**src/rtl/ggt_arbiter.sv**
```systemverilog
// Round-robin arbiter sharing one ggt_top GCD core among N_REQ requesters.
// Zero operands bypass the core; a stalled core job is aborted after TIMEOUT cycles.
module ggt_arbiter #(
   parameter int N_REQ   = 4,
   parameter int WIDTH   = 16,
   parameter int TIMEOUT = 1024
) (
   input  logic                   clk,
   input  logic                   rst,
   input  logic [N_REQ-1:0]       req_i,
   input  logic [N_REQ*WIDTH-1:0] zahl1_i,
   input  logic [N_REQ*WIDTH-1:0] zahl2_i,
   output logic [N_REQ-1:0]       grant_o,
   output logic [N_REQ-1:0]       done_o,
   output logic                   err_o,
   output logic [WIDTH-1:0]       result_o,
   output logic                   busy_o,
   output logic                   core_start_o,
   output logic [WIDTH-1:0]       core_zahl1_o,
   output logic [WIDTH-1:0]       core_zahl2_o,
   input  logic [WIDTH-1:0]       core_ergebnis_i,
   input  logic                   core_valid_i
);

   localparam int IDX_W = (N_REQ > 1) ? $clog2(N_REQ) : 1;
   localparam int CNT_W = $clog2(TIMEOUT + 1);

   typedef enum logic [1:0] {
      IDLE  = 2'd0,
      START = 2'd1,
      WAIT  = 2'd2
   } state_t;

   state_t           state;
   logic [IDX_W-1:0] last_grant;
   logic [IDX_W-1:0] idx;
   logic [CNT_W-1:0] wait_cnt;

   logic             sel_found;
   logic [IDX_W-1:0] sel_idx;
   logic [WIDTH-1:0] sel_a;
   logic [WIDTH-1:0] sel_b;
   logic             hi_found;
   int               hi_pos;
   int               lo_pos;
   int               sel_pos;

   function automatic logic [N_REQ-1:0] onehot(input logic [IDX_W-1:0] i);
      onehot    = '0;
      onehot[i] = 1'b1;
   endfunction

   // Round robin: lowest requester above last_grant, else lowest overall (wrap).
   always_comb begin
      sel_found = 1'b0;
      hi_found  = 1'b0;
      hi_pos    = 0;
      lo_pos    = 0;
      sel_pos   = 0;
      sel_idx   = '0;
      sel_a     = '0;
      sel_b     = '0;
      for (int i = N_REQ - 1; i >= 0; i--) begin
         if (req_i[i]) begin
            lo_pos    = i;
            sel_found = 1'b1;
         end
         if (req_i[i] && (i > int'(last_grant))) begin
            hi_pos   = i;
            hi_found = 1'b1;
         end
      end
      sel_pos = hi_found ? hi_pos : lo_pos;
      sel_idx = IDX_W'(sel_pos);
      for (int i = 0; i < N_REQ; i++) begin
         if (i == sel_pos) begin
            sel_a = zahl1_i[i*WIDTH +: WIDTH];
            sel_b = zahl2_i[i*WIDTH +: WIDTH];
         end
      end
   end

   always_ff @(posedge clk or negedge rst) begin
      if (!rst) begin
         state        <= IDLE;
         last_grant   <= IDX_W'(N_REQ - 1);
         idx          <= '0;
         wait_cnt     <= '0;
         grant_o      <= '0;
         done_o       <= '0;
         err_o        <= 1'b0;
         result_o     <= '0;
         busy_o       <= 1'b0;
         core_start_o <= 1'b0;
         core_zahl1_o <= '0;
         core_zahl2_o <= '0;
      end else begin
         done_o       <= '0;
         err_o        <= 1'b0;
         core_start_o <= 1'b0;
         case (state)
            IDLE: begin
               if (sel_found) begin
                  last_grant   <= sel_idx;
                  idx          <= sel_idx;
                  core_zahl1_o <= sel_a;
                  core_zahl2_o <= sel_b;
                  if ((sel_a == '0) || (sel_b == '0)) begin
                     // gcd(x,0) = x, so the core is never started for a zero operand
                     result_o <= (sel_a == '0) ? sel_b : sel_a;
                     done_o   <= onehot(sel_idx);
                  end else begin
                     grant_o      <= onehot(sel_idx);
                     busy_o       <= 1'b1;
                     core_start_o <= 1'b1;
                     wait_cnt     <= '0;
                     state        <= START;
                  end
               end
            end
            START: begin
               wait_cnt <= '0;
               state    <= WAIT;
            end
            WAIT: begin
               if (core_valid_i) begin
                  result_o <= core_ergebnis_i;
                  done_o   <= onehot(idx);
                  grant_o  <= '0;
                  busy_o   <= 1'b0;
                  state    <= IDLE;
               end else if (wait_cnt == CNT_W'(TIMEOUT - 1)) begin
                  result_o <= '0;
                  done_o   <= onehot(idx);
                  err_o    <= 1'b1;
                  grant_o  <= '0;
                  busy_o   <= 1'b0;
                  state    <= IDLE;
               end else begin
                  wait_cnt <= wait_cnt + CNT_W'(1);
               end
            end
            default: begin
               grant_o <= '0;
               busy_o  <= 1'b0;
               state   <= IDLE;
            end
         endcase
      end
   end

endmodule
```
**config.mk**
```make
export PLATFORM = sky130hd
export DESIGN_NAME = ggt_arbiter
export DESIGN_NICKNAME = d
export VERILOG_FILES = /design/src/rtl/ggt_arbiter.sv
export SDC_FILE = /design/constraint.sdc
export NUM_CORES = 1
export LEC_CHECK = 0
export CAP_MARGIN = 15
export CORE_ASPECT_RATIO = 1.25
export CORE_MARGIN = 3
export CORE_UTILIZATION = 30
export CTS_CLUSTER_DIAMETER = 40
export DETAILED_ROUTE_END_ITERATION = 16
export SLEW_MARGIN = 30
export SYNTH_ARGS = -nofsm -noshare
export SYNTH_HDL_FRONTEND = slang
export SYNTH_SLANG_ARGS = --single-unit
```
**constraint.sdc**
```tcl
create_clock -name clk -period 3 [get_ports clk]
set_input_delay 0.6 -clock clk [delete_from_list [all_inputs] [get_ports clk]]
set_output_delay 0.6 -clock clk [all_outputs]
set_load 0.02 [all_outputs]
```
==> summary by stage <==
Outcome
The run finished, with violations left. The final reports fail on setup timing.

Clock network
The clock tree from TritonCTS is built. The clock sink total is 76. CTS built an H-tree with a depth of 3.

After clock tree synthesis, the clock-pin slew on the worst setup and hold paths is approximately 60 ps. The buffer type at the clock tree root is sky130_fd_sc_hd__clkbuf_16. The maximum clock insertion buffer count is 2. For the worst-skew pair, the clock arrives at the later sink with an insertion delay of approximately 340 ps.

In this run, CTS created clock tree buffers numbering 9.

Cells and area
The post-route cell area is 9190 µm². Cells with a size suffix above 1 make up 28.5% of the layout. Relative to the synthesized area, the layout overhead comes to 82.9%. After filler insertion, the fill cell instance count of the layout stands at 1,445. The final layout contains ~1,100 nets.

STA
Headroom to the max-slew limit came out at a little over half. The smallest clock period supported by the final layout is computed as ~3300 ps. The peak clock frequency supported by timing is ~300 MHz. For the pin with the worst max-slew slack, the measured transition is 703 ps. Setup repair after global routing could not meet its margin everywhere. In the post-route analysis, the smallest setup slack over all paths is -288 ps. The final number of hold-violating endpoints came to 0. The final count of pins violating max slew is 0.

Of the available clock period, the critical path in the final layout requires 110%. The largest clock skew in the final design is between 4 and 5 ps. Setup violations remaining at the end of the flow were counted as 36.

Synth
The number of distinct library cells after synthesis is 74. Dividing the synthesized area by the synthesized cell count gives roughly 8.5 µm². The count of flip-flops with a built-in enable after synthesis is 0. Sequential cells were found to cover a little under two fifths of the synthesized design area. The post-synthesis cell type with the largest combined area is sky130_fd_sc_hd__dfrtp_1.

Summed over its instances, the top area cell type makes up a little under two fifths of the synthesized netlist area. Counting flops and latches in the post-synthesis netlist gives 76. In the synthesized netlist the async set-or-reset flop fraction comes to between 90% and 100%.

Counting every instance in the synthesized netlist gives slightly below 600. The cell area that synthesis handed to floorplanning was around 5000 µm². By area the synthesized netlist is led by sky130_fd_sc_hd__dfrtp_1 37%, sky130_fd_sc_hd__nand2_1 10%, sky130_fd_sc_hd__a21oi_1 5.5%, sky130_fd_sc_hd__a221o_1 3.0%, sky130_fd_sc_hd__o31ai_1 2.8%. The dominant synthesized flop cell is sky130_fd_sc_hd__dfrtp_1. For this run, the number of Yosys warnings is 0. When the netlist entered floorplanning its net count stood at 746.

Worst setup path
The category of the worst setup path capture point is a flip-flop. Along the worst path, the maximum fanout reaches 8. Data on the critical path is required at its endpoint by 3220 ps.

Data arrives at the worst endpoint at roughly 3500 ps. The setup path with the least slack is of type reg2reg. The critical path startpoint category is a flip-flop.

Floorplanning
The floorplan step defined a die boundary enclosing roughly 18,000 µm². Measured along the x axis, the die boundary spans 122 µm. In this run the vertical extent of the chip is ~150 µm.

During I/O placement, the number of pins put on the boundary was 210. The floorplan row count is 52. The floorplan step defined a core boundary enclosing between 15,000 and 20,000 µm². Once the floorplan was initialized, standard cells occupied 30.8% of the core.

Global routing
The pin count of the biggest net entering global routing is 77. The initial antenna violation count came to 1. The total overflow reported by the global router is 0. For this run, the total global-route usage over all layers was measured as 25.0%. The number of global-route vias before repair is roughly 6,000.

The first global-routing pass estimated between 30,000 and 40,000 µm of wire.

Worst hold path
The path class of the tightest hold or removal check is in2async.

Placement
The half-perimeter wire length of the detailed placement result is 17,800 µm. At the end of routability-driven placement, the weighted congestion stood at approximately 0.94. Before CTS, the worst setup slack after placement is -882 ps.

The placement-stage cell area is between 8000 and 9000 µm². Input and output buffers added on the ports amount to ~210.

Routing
Dividing the detail-routed wire length by the instance count gives between 20 and 25 µm. The detailed router finished its first iteration with between 500 and 600 violations. The routed design has 23,200 µm of wire. The number of detailed-routing iterations run before antenna repair is 7. After detailed routing, the number of remaining DRC violations is 0. The number of vias per cell is roughly 5.4. The number of vias after detailed routing is between 6,000 and 7,000. Once detail routing completed, the nets flagged for antenna violations numbered 0.

Power
Dividing total power by cell area gives a power density of 946 nW/µm². In this run the static leakage power is about 3.9 nW. The worst-case vdd ir drop is 366 µV.

Flow run
Across the run, the number of max-cap violations was 0.
-- cell families (layout without fill, tap and decap cells) --
group	after synthesis	after routing	share of synthesized area (%)
AND/OR/NAND/NOR	237	237	22.5
AO/OA/AOI/OAI	183	183	26.2
flip-flops	76	76	37.9
buffers and inverters	64	379	5.80
multiplexers	25	25	6.00
XOR/XNOR	8	8	1.39
adder cells (fa/ha/maj)	1	1	0.249
other	0	1	0
-- routing by layer --
layer | wire length, µm | vias up | GRT usage [%]
met2 | 11300 | 292 | 41.0
met5 | 0 | - | 0
li1 | - | 2804 | -
met4 | 880 | 0 | 10.2
met3 | 1470 | 57 | 4.43
met1 | 9500 | 2894 | 32.5
-- flip-flops by register name (all words and copies together) (netlist names) --
name and cells:
core_zahl1_o 16, core_zahl2_o 16, result_o 16, wait_cnt 11, done_o 4, grant_o 4, idx 2, last_grant 2
state 2, busy_o 1, core_start_o 1, err_o 1
-- final cells by class --
type	count	area, µm²	share of cell area (%)
repair buffers	343	3320	36.2
multi-input cells	454	3310	36.0
flip-flops and latches	76	1900	20.7
well taps	216	270	2.94
clock buffers	10	239	2.60
inverters	20	75.1	0.817
clock inverters	6	71.3	0.776
diodes	1	2.50	0.0272
-- worst paths after layout --
kind | to | start | depth (start not counted) | slack (ps)
setup / recovery | result_o[14] | last_grant[0] | 14 | -290
hold / removal | core_zahl2_o[10] | rst | 1 | 270
setup reg to reg | result_o[14] | last_grant[0] | 14 | -290
hold reg to reg | core_zahl1_o[13] | core_zahl1_o[13] | 2 | 470
max in group asynchronous | core_zahl2_o[2] | rst | 1 | 2230
min in group clk | core_zahl1_o[13] | core_zahl1_o[13] | 2 | 470
-- critical path, cell delays in order (launching register included) --
cell                       delay [ps]
sky130_fd_sc_hd__dfstp_2          560
sky130_fd_sc_hd__buf_6            120
sky130_fd_sc_hd__nor3b_2           50
sky130_fd_sc_hd__a311o_2          460
sky130_fd_sc_hd__buf_6            160
sky130_fd_sc_hd__buf_12           130
sky130_fd_sc_hd__buf_4            160
sky130_fd_sc_hd__o311ai_1          90
sky130_fd_sc_hd__o211ai_1         210
sky130_fd_sc_hd__nor3_2           250
sky130_fd_sc_hd__nand4_1          200
sky130_fd_sc_hd__o22ai_4          220
sky130_fd_sc_hd__a21oi_4          120
sky130_fd_sc_hd__buf_12           160
sky130_fd_sc_hd__mux2_4           290
-- report_power, final --
| part | total [W] | switching, W | internal, W | leakage, nW |
|---|---|---|---|---|
| sequential | 0.00175 | 0.000303 | 0.00145 | 0.955 |
| clock | 0.00112 | 0.000446 | 0.000674 | 0.146 |
| combinational | 0.00582 | 0.00301 | 0.00281 | 2.81 |
| total | 0.00870 | 0.00376 | 0.00494 | 3.91 |
-- through the flow --
| step | setup TNS [ps] | power, W | util, % | hold WS (ps) | std cells |
|---|---|---|---|---|---|
| 6_report | -6960 | 0.00870 | 56.3 | 271 | 1126 |
| 2_1_floorplan | -1770 | 0.00423 | - | 304 | 594 |
| 5_1_grt | -12240 | 0.00917 | 56.3 | 332 | 1126 |
| 3_5_place_dp | -31410 | 0.00673 | 49.4 | 462 | 1086 |
| 4_1_cts | -3380 | 0.00852 | 55.0 | 437 | 1122 |
| 3_3_place_gp | -29720 | 0.00669 | 49.4 | 461 | 1086 |
-- repair_timing --
item,CTS,global route
resized for setup,88,46
buffers inserted,17,4
pin swaps,11,15
hold buffers,0,0
endpoints found under the setup margin,38,38
gates cloned,6,0
-- cell usage in the layout (no fill, tap or decap), types with 7 or more instances in the layout --
cell and count:
sky130_fd_sc_hd__and3_1 13, sky130_fd_sc_hd__buf_4 110, sky130_fd_sc_hd__clkdlybuf4s50_1 204, sky130_fd_sc_hd__o21ai_2 10, sky130_fd_sc_hd__a21oi_1 44, sky130_fd_sc_hd__o21ai_0 10
sky130_fd_sc_hd__a21oi_2 9, sky130_fd_sc_hd__a221o_1 15, sky130_fd_sc_hd__xnor2_1 8, sky130_fd_sc_hd__o31ai_2 7, sky130_fd_sc_hd__buf_6 12, sky130_fd_sc_hd__dfrtp_1 74
sky130_fd_sc_hd__clkbuf_16 10, sky130_fd_sc_hd__nor2_1 21, sky130_fd_sc_hd__mux2_4 8, sky130_fd_sc_hd__nor3_1 7, sky130_fd_sc_hd__o31ai_1 7, sky130_fd_sc_hd__inv_1 20
sky130_fd_sc_hd__nand4_1 11, sky130_fd_sc_hd__buf_12 7, sky130_fd_sc_hd__nand2_1 138, sky130_fd_sc_hd__nand3_1 8, sky130_fd_sc_hd__mux2i_1 8, sky130_fd_sc_hd__mux2_2 9
-- synth_stat cells, drive strengths merged (3+ instances only) --
cell type and number:
clkbuf 26, a21boi 3, nand2 140, xnor2 8, o21a 3, a211oi 6, o31ai 19, o21ai 24
o311ai 6, nor2 23, nand3 9, mux2 17, nor4 4, inv 20, dfrtp 74, a31oi 8
a32oi 10, a21o 5, o211ai 3, buf 18, nor3b 3, nand2b 4, a221o 15, nor2b 5
nand4 13, a21oi 56, nor3 12, a2111oi 4, o22ai 7, mux2i 8, and3 13
Power figures use the tool's default switching activity.
